File: src/rtl/icache_dm.sv
// Direct-mapped instruction cache, one 32-bit word per frame, blocking
// two-state fill FSM and saturating hit/miss counters.
module icache_dm #(
    parameter int SETS = 16
) (
    input  logic        CLK,
    input  logic        RST,
    input  logic        imemREN,
    input  logic [31:0] imemaddr,
    output logic        ihit,
    output logic [31:0] imemload,
    output logic        iREN,
    output logic [31:0] iaddr,
    input  logic        iwait,
    input  logic [31:0] iload,
    output logic [31:0] hit_count,
    output logic [31:0] miss_count
);
    localparam int IDX_W = $clog2(SETS);
    localparam int TAG_W = 30 - IDX_W;

    typedef enum logic {IDLE, MISS} state_t;

    state_t            state_q, state_d;
    logic [31:0]       miss_addr_q, miss_addr_d;
    logic [31:0]       hit_cnt_q, hit_cnt_d;
    logic [31:0]       miss_cnt_q, miss_cnt_d;
    logic [SETS-1:0]   valid_q, valid_d;
    logic [TAG_W-1:0]  tag_q  [SETS];
    logic [31:0]       data_q [SETS];

    logic [IDX_W-1:0]  req_idx, fill_idx;
    logic [TAG_W-1:0]  req_tag, fill_tag;
    logic              fill;
    logic              unused_ok;

    assign req_idx  = imemaddr[IDX_W+1:2];
    assign req_tag  = imemaddr[31:IDX_W+2];
    assign fill_idx = miss_addr_q[IDX_W+1:2];
    assign fill_tag = miss_addr_q[31:IDX_W+2];
    assign unused_ok = ^{imemaddr[1:0], miss_addr_q[1:0]};

    // Outputs are forced quiet while RST is high, whatever the state.
    assign ihit     = !RST && (state_q == IDLE) && imemREN
                      && valid_q[req_idx] && (tag_q[req_idx] == req_tag);
    assign imemload = ihit ? data_q[req_idx] : 32'd0;
    assign iREN     = !RST && (state_q == MISS);
    assign iaddr    = iREN ? miss_addr_q : 32'd0;
    assign fill     = iREN && !iwait;

    assign hit_count  = hit_cnt_q;
    assign miss_count = miss_cnt_q;

    always_comb begin
        state_d     = state_q;
        miss_addr_d = miss_addr_q;
        valid_d     = valid_q;
        hit_cnt_d   = hit_cnt_q;
        miss_cnt_d  = miss_cnt_q;
        case (state_q)
            IDLE: begin
                if (ihit) begin
                    if (hit_cnt_q != 32'hFFFF_FFFF) hit_cnt_d = hit_cnt_q + 32'd1;
                end else if (imemREN) begin
                    miss_addr_d = imemaddr;
                    state_d     = MISS;
                end
            end
            MISS: begin
                if (!iwait) begin
                    valid_d[fill_idx] = 1'b1;
                    if (miss_cnt_q != 32'hFFFF_FFFF) miss_cnt_d = miss_cnt_q + 32'd1;
                    state_d = IDLE;
                end
            end
        endcase
    end

    always_ff @(posedge CLK) begin
        if (RST) begin
            state_q     <= IDLE;
            miss_addr_q <= 32'd0;
            valid_q     <= '0;
            hit_cnt_q   <= 32'd0;
            miss_cnt_q  <= 32'd0;
        end else begin
            state_q     <= state_d;
            miss_addr_q <= miss_addr_d;
            valid_q     <= valid_d;
            hit_cnt_q   <= hit_cnt_d;
            miss_cnt_q  <= miss_cnt_d;
        end
    end

    // Tag/data arrays carry no reset; the valid bits alone qualify them.
    always_ff @(posedge CLK) begin
        if (fill) begin
            tag_q[fill_idx]  <= fill_tag;
            data_q[fill_idx] <= iload;
        end
    end
endmodule
File: config.mk
export PLATFORM = sky130hd
export DESIGN_NAME = icache_dm
export DESIGN_NICKNAME = d
export VERILOG_FILES = /design/src/rtl/icache_dm.sv
export SDC_FILE = /design/constraint.sdc
export NUM_CORES = 1
export LEC_CHECK = 0
export ABC_CLOCK_PERIOD_IN_PS = 6100
export BUFFER_PORTS_ARGS = -buffer_cell sky130_fd_sc_hd__buf_2
export CORE_ASPECT_RATIO = 0.5
export CORE_MARGIN = 10
export CORE_UTILIZATION = 45
export DETAILED_ROUTE_END_ITERATION = 16
export PLACE_DENSITY = 0.7
export SETUP_SLACK_MARGIN = 0.3
export SLEW_MARGIN = 20
export SYNTH_ARGS = -nofsm -noshare
export SYNTH_HDL_FRONTEND = slang
export SYNTH_SLANG_ARGS = --single-unit
File: constraint.sdc
create_clock -name CLK -period 6.1 [get_ports CLK]
set_input_delay 1.22 -clock CLK [delete_from_list [all_inputs] [get_ports CLK]]
set_output_delay 1.22 -clock CLK [all_outputs]
set_load 0.02 [all_outputs]
==> out/results.ini, run 1 <==
[outcome]
status = complete, no violations

[power_and_ir_drop]
power_switching_uw = 3010
ir_worst_vdd_mv = 0.200
p_sw_share_pct = 21.1
p_leak_uw = 0.0158
p_clk_share_pct = 40.4
seq_power_share_pct = 55.0
pwr-share-comb_pct = 4.5
p_per_area_mw_per_mm2 = 304
p_int_uw = 11300

[run]
drv_cap = 0

[global_route]
gr-total-overflow = 0
grt_pass1_vias = 21300
antenna_found_initial = 8
grt_util_all_layers_pct = 18.4
grt_pass1_wl_um = 143000
grt_max_degree = 94

[floorplanning]
die_area_sq_mm = 0.104
die_h_um = 234
die_width_um = 447
rows = 78
start_util_pct = 45.3
core_area_sq_mm = 0.0906
io_pins = 198

[detailed_routing]
postRouteAntennaNets = 0
first_pass_iters = 5
via_per_inst = 5.85
first_iter_violations = 1939
drc = 0
detail_route.wl_per_cell_um = 26.6
totalWireLength_um = 96800
via_count = 21300

[worst_setup_path]
cp-start-kind = primary input
critPathMaxFanout = 36
r2r_start = tag_q[4][0]$_DFFE_PP_
crit_arrival_ns = 4.46
r2r_slack_ns = 2.10
critPathKind = primary input to primary output
r2r_end = hit_count[10]$_SDFFE_PP0P_
cp-end-kind = primary output
cp-startpoint = imemaddr[4]
rr_worst_depth = 10
required_ns = 4.88

[sta]
finalMaxSlewViolations = 0
slew-limit-headroom_pct = 25.5
worstMarginPinSlew_ns = 1.12
hold_violations = 0
setup_viol = 0
setup_ws_ns = 0.417
rsz0062_at_grt = no
setup_tns_ns = 0
clock_skew_ns = 0.0508
post-route-min-period_ns = 5.68
fmax_ghz = 0.176
finalCritPeriodShare_pct = 93.2

[clocking]
cts_sinks = 1041
clock_latency_ns = 0.68
cts_inserted_buffers = 92
htree_levels = 3
clock_path_buffers = 3
cts-root-buf = clkbuf_16
tritoncts = done
path_clk_slew_ns = 0.06

[place]
globalplace.congestion = 0.786
pre_cts_slack_ns = 0.192
place_hpwl_um = 55000
port_buffers = 197

[worst_hold_path]
hold_class = register to register
hp-start = valid_q[2]$_SDFFE_PP0P_
hold-path-cell-count = 2
holdPathEnd = valid_q[2]$_SDFFE_PP0P_

[yosys]
synth_cell_types = 62
synth_top_family_by_area = multiplexers
synthCells = 2110
synth_edf_count = 928
synth_area_sq_mm = 0.0410
synth-warning-count = 0
async_flop_share_pct = 0
ys.flop_type = edfxtp_1
synth.net_count = 2180
synth.yosys.seq_area_share_pct = 73.4
post_synth.cell_area_avg_sq_um = 19.4
synth-simple-area-share_pct = 4.89
synthAdderAreaFrac_pct = 0.0610
ys_ff_latch = 1041
synth_xor_area_share_pct = 1.13
synth_compound_area_share_pct = 2.17
synth.mux.area_fraction_pct = 16.8

[cells_and_area]
final_layout_size_suffix_gt1_share_pct = 28.9
fillers = 7022
fin_nets = 2438
syn2layout_area_growth_pct = 14.5
final_util_pct = 51.8

[sequential cells by signal, indices dropped and copies added, names as in the netlist]
| register | flops |
|---|---|
| data_q | 512 |
| tag_q | 416 |
| hit_count | 32 |
| miss_addr_q | 32 |
| miss_count | 32 |
| valid_q | 16 |
| state_q | 1 |
[worst max-delay path, cell delays in order]
cell and delay, ns:
buf_8 0.24, buf_12 0.28, buf_4 0.23, mux4_2 0.30, mux4_2 0.49, xor2_1 0.22, nor4_1 0.35, buf_4 0.21
nand3_4 0.21, buf_4 0.28, nor2b_1 0.16, buf_2 0.19
[Yosys cell counts, types with 4 or more instances]
library cell  instances  area [sq um]
buf_2                27           135
clkbuf_1             53           199
o21ai_0              11          55.1
nand2b_1             10          62.6
nor3_1                4          20.0
xnor2_1              22           193
inv_1                31           116
o31ai_1               9          67.6
a21oi_1              25           125
a22o_1                4          35.0
and3_1               12          75.1
nor4b_1               4          35.0
mux2_2               26           293
xor2_1               31           272
and2_1               40           250
mux4_1                7           184
buf_6                 4          45.0
a221oi_1              7          61.3
nand4_1              16           100
mux2i_1              96           961
mux4_2              242          5450
a22oi_1               7          52.6
and4_1               14           123
nor4_1                6          37.5
dfxtp_1             113          2260
or3_1                10          62.6
nand3_1              25           125
edfxtp_1            928         27900
o2bb2ai_1             4          35.0
nand2_1              49           184
a31o_2                6          52.6
nor2_1              114           428
buf_4                 6          45.0
o211ai_1              4          30.0
buf_1                16          60.1
nor2b_1              53           332
o22ai_1              26           163
or4_1                 8          60.1
[power by group through the flow]
stage / Sequential (uW) / Clock, uW / Combinational (uW)
floorplan: 7980 / 0 / 419
global placement: 8000 / 0 / 643
detailed placement: 8010 / 0 / 652
CTS: 7850 / 5890 / 655
global route: 7850 / 6170 / 693
finish: 7850 / 5770 / 649
[final cells by class]
cell class                      count  area [sq um]  share of cell area [%]
Timing Repair Buffer              271          1780                    3.79
Sequential cell                  1041         30100                    64.2
Tap cell                         1200          1500                    3.20
Antenna cell                        2          5.00                  0.0107
Clock inverter                     47           499                    1.06
Multi-Input combinational cell    931         10400                    22.2
Clock buffer                      119          2480                    5.27
Inverter                           31           119                   0.253
[timing repair]
action / 4_1_cts / 5_1_grt
hold buffers: 0 / 0
setup buffers: 1 / 0
gates resized for setup: 0 / 5
setup endpoints to repair: 21 / 28
pin swaps: 1 / 1
[per-stage QoR]
step	total power (uW)	instance area, sq um	cells	hold WS (ns)
floorplan	8400	41000	2110	0.449
global placement	8650	43900	3473	0.455
detailed placement	8660	43900	3473	0.464
CTS	14400	46900	3640	0.473
global route	14700	47000	3640	0.497
finish	14300	47000	3642	0.472
[how the worst max path moves through the flow]
stage              endpoint  slack (ns)
3_3_place_gp    imemload[6]        0.28
4_1_cts        imemload[19]        0.33
5_1_grt        imemload[19]        0.30
6_report       imemload[19]        0.42
3_5_place_dp   imemload[12]        0.19
2_1_floorplan  imemload[10]        0.37
[layer usage]
layer / wire (um) / vias up / global-route usage (%) / share of wire [%]
li1: - / 9096 / - / -
met1: 40400 / 11300 / 25.5 / 42
met2: 47300 / 819 / 29.9 / 49
met3: 7060 / 127 / 3.40 / 7.3
met4: 2070 / 6 / 4.82 / 2.1
met5: 22 / - / 0 / 0.023
[cells by family (layout without fill, tap and decap cells)]
family / Yosys count / after routing
and+or+nand+nor: 377 / 377
other: 0 / 2
AOI/OAI and AO/OA: 128 / 128
DFF: 1041 / 1041
adders and majority gates: 2 / 2
muxes: 371 / 371
xor gates and xnor gates: 53 / 53
buffers and inverters: 138 / 468
[layout by cell type, fill, tap and decap left out, drive strengths merged, types with 25 or more instances in the layout]
cell type | Yosys | layout
inv | 31 | 34
a21oi | 25 | 25
and2 | 40 | 40
buf | 54 | 270
o22ai | 26 | 26
mux2 | 26 | 26
mux2i | 96 | 96
nor2b | 53 | 53
nand3 | 25 | 25
edfxtp | 928 | 928
nand2 | 49 | 49
nor2 | 114 | 114
mux4 | 249 | 249
clkinv | 0 | 33
clkbuf | 53 | 120
xor2 | 31 | 31
dfxtp | 113 | 113
Power figures use the tool's default switching activity.
==> inputs of run 2 (changes only) <==
--- a/config.mk
+++ b/config.mk
@@ -9,9 +9,9 @@
 export BUFFER_PORTS_ARGS = -buffer_cell sky130_fd_sc_hd__buf_2
 export CORE_ASPECT_RATIO = 0.5
 export CORE_MARGIN = 10
-export CORE_UTILIZATION = 45
+export CORE_UTILIZATION = 40
 export DETAILED_ROUTE_END_ITERATION = 16
-export PLACE_DENSITY = 0.7
+export PLACE_DENSITY = 0.64
 export SETUP_SLACK_MARGIN = 0.3
 export SLEW_MARGIN = 20
 export SYNTH_ARGS = -nofsm -noshare
==> run 2 against run 1 <==
Sequential share of layout area shrank 0.74 points. Combinational power is essentially flat. Clock-buffer cell count shrank 1. Maximum frequency grew 2.3%. Critical path type unchanged.
==> out/results.ini, run 2 (synthesis results as in run 1) <==
[outcome]
status = complete, no violations  ; unchanged

[worst_setup_path]
rr_worst_depth = 9  ; was 10
critPathMaxFanout = 27  ; was 36
crit_path_end = imemload[15]  ; was imemload[19]
r2r_start = tag_q[9][4]$_DFFE_PP_  ; was tag_q[4][0]$_DFFE_PP_
required_ns = 4.88  ; about the same
r2r_slack_ns = 2.11  ; was 2.10 ns
cp-start-kind = primary input  ; unchanged
cp-startpoint = imemaddr[4]  ; unchanged
critPathKind = primary input to primary output  ; unchanged
crit_arrival_ns = 4.34  ; was 4.46 ns
cp-end-kind = primary output  ; unchanged
r2r_end = hit_count[10]$_SDFFE_PP0P_  ; unchanged

[sta]
rsz0062_at_grt = no  ; unchanged
setup_viol = 0  ; unchanged
finalMaxSlewViolations = 0  ; unchanged
finalCritPeriodShare_pct = 91.1  ; was 93.2%
worstMarginPinSlew_ns = 1.07  ; was 1.12 ns
hold_violations = 0  ; unchanged
fmax_ghz = 0.180  ; was 0.176 GHz
clock_skew_ns = 0.0393  ; was 0.0508 ns
post-route-min-period_ns = 5.56  ; was 5.68 ns
slew-limit-headroom_pct = 28.4  ; was 25.5%
setup_tns_ns = 0  ; unchanged

[cells_and_area]
final_layout_size_suffix_gt1_share_pct = 29.2  ; was 28.9%
layout_common_cells = 928 x edfxtp_1, 242 x mux4_2, 193 x buf_2  ; was 928 x edfxtp_1, 242 x mux4_2, 192 x buf_2
fin_nets = 2437  ; was 2438
largest_reg_flops = 512  ; unchanged
syn2layout_area_growth_pct = 15.8  ; was 14.5%
reg_top3 = data_q x512, tag_q x416  ; unchanged
fillers = 8351  ; was 7022
final_common_cell = edfxtp_1  ; unchanged
regMostFlops = data_q  ; unchanged

[place]
place_hpwl_um = 56500  ; was 55000 um
globalplace.congestion = 0.769  ; was 0.786
port_buffers = 197  ; unchanged

[detailed_routing]
detail_route.wl_per_cell_um = 26.3  ; was 26.6 um
first_pass_iters = 5  ; unchanged
first_iter_violations = 2128  ; was 1939
via_per_inst = 5.57  ; was 5.85
via_count = 21100  ; was 21300
drc = 0  ; unchanged
totalWireLength_um = 99700  ; was 96800 um
postRouteAntennaNets = 0  ; unchanged

[global_route]
grt_pass1_wl_um = 147000  ; was 143000 um
grt_pass1_vias = 21500  ; was 21300
grt_max_degree = 129  ; was 94
grt_util_all_layers_pct = 16.9  ; was 18.4%
gr-total-overflow = 0  ; unchanged
antenna_found_initial = 17  ; was 8

[power_and_ir_drop]
p_int_uw = 11600  ; was 11300 uW
pwr-share-comb_pct = 4.4  ; was 4.5%
p_clk_share_pct = 41.9  ; was 40.4%
p_total_uw = 14600  ; was 14300 uW
ir_worst_vdd_mv = 0.256  ; was 0.200 mV
p_leak_uw = 0.0160  ; was 0.0158 uW
power_switching_uw = 3060  ; was 3010 uW
p_sw_share_pct = 20.9  ; was 21.1%
p_per_area_mw_per_mm2 = 308  ; was 304 mW/mm^2
seq_power_share_pct = 53.7  ; was 55.0%

[clocking]
clock_path_buffers = 3  ; unchanged
postCtsHoldBufs = 0  ; unchanged
clock_latency_ns = 0.69  ; was 0.68 ns
path_clk_slew_ns = 0.07  ; was 0.06 ns
htree_levels = 3  ; unchanged
cts-root-buf = clkbuf_16  ; unchanged
cts_inserted_buffers = 94  ; was 92
tritoncts = done  ; unchanged
cts_sinks = 1041  ; unchanged

[floorplanning]
rows = 82  ; was 78
io_pins = 198  ; unchanged
die_width_um = 473  ; was 447 um
die_h_um = 246  ; was 234 um
core_area_sq_mm = 0.101  ; was 0.0906 sq mm
die_area_sq_mm = 0.117  ; was 0.104 sq mm
start_util_pct = 40.6  ; was 45.3%

[run]
drv_cap = 0  ; unchanged

[worst_hold_path]
hold_class = register to register  ; unchanged

[run 2: power groups by stage]
stage / Sequential, uW / Clock (uW) / Combinational, uW
after floorplan: 7980 / 0 / 419
after global placement: 8000 / 0 / 648
after detailed placement: 8010 / 0 / 655
after CTS: 7850 / 6250 / 657
after global routing: 7860 / 6530 / 700
final: 7850 / 6120 / 651
[run 2: worst min path at each step]
stage | startpoint | endpoint | depth (start not counted)
finish | valid_q[9]$_SDFFE_PP0P_ | valid_q[9]$_SDFFE_PP0P_ | 2
global route | valid_q[5]$_SDFFE_PP0P_ | valid_q[5]$_SDFFE_PP0P_ | 2
CTS | valid_q[5]$_SDFFE_PP0P_ | valid_q[5]$_SDFFE_PP0P_ | 2
detailed placement | valid_q[5]$_SDFFE_PP0P_ | valid_q[5]$_SDFFE_PP0P_ | 2
global placement | valid_q[5]$_SDFFE_PP0P_ | valid_q[5]$_SDFFE_PP0P_ | 2
floorplan | valid_q[12]$_SDFFE_PP0P_ | valid_q[12]$_SDFFE_PP0P_ | 2
[run 2: layer usage]
metal | wire length (um) | global-route usage, % | vias up | share of wire [%]
li1 | - | - | 9081 | -
met1 | 42600 | 23.0 | 11200 | 43
met3 | 6480 | 3.42 | 150 | 6.5
met4 | 2390 | 4.78 | 8 | 2.4
met5 | 47 | 0 | - | 0.047
met2 | 48200 | 27.5 | 701 | 48
[run 2: worst max-delay path, stage by stage]
cell	delay [ns]
buf_8	0.24
buf_4	0.26
mux2_2	0.35
o22a_1	0.23
a32oi_1	0.26
o211ai_1	0.15
a211o_1	0.29
nor4_2	0.45
nand3_4	0.23
buf_12	0.23
nor2b_1	0.12
buf_4	0.11
buf_2	0.15
[run 2: area by class of cell]
cell class | instances | area, sq um | area share (%)
well taps | 1344 | 1680 | 3.54
clock buffers | 118 | 2540 | 5.34
inverters | 31 | 119 | 0.250
flip-flops and latches | 1041 | 30100 | 63.4
diodes | 6 | 15.0 | 0.0316
clock inverters | 51 | 661 | 1.39
repair buffers | 268 | 1910 | 4.01
multi-input cells | 931 | 10500 | 22.0
[run 2: what timing repair did]
| item | in CTS | in global routing |
|---|---|---|
| setup buffers | 0 | 0 |
| gates resized for setup | 1 | 8 |
| setup endpoints to repair | 4 | 33 |
| gates cloned | 0 | 1 |
[run 2: through the flow]
step | instances | instance area (sq um) | hold slack (ns) | util [%] | setup WS [ns]
final | 3790 | 47500 | 0.474 | 47.1 | 0.542
after global routing | 3788 | 47500 | 0.484 | 47.0 | 0.318
after CTS | 3783 | 47400 | 0.473 | 47.0 | 0.348
after detailed placement | 3614 | 44200 | 0.463 | 43.8 | 0.278
after global placement | 3614 | 44200 | 0.455 | 43.8 | 0.308
after floorplan | 2110 | 41000 | 0.449 | - | 0.366
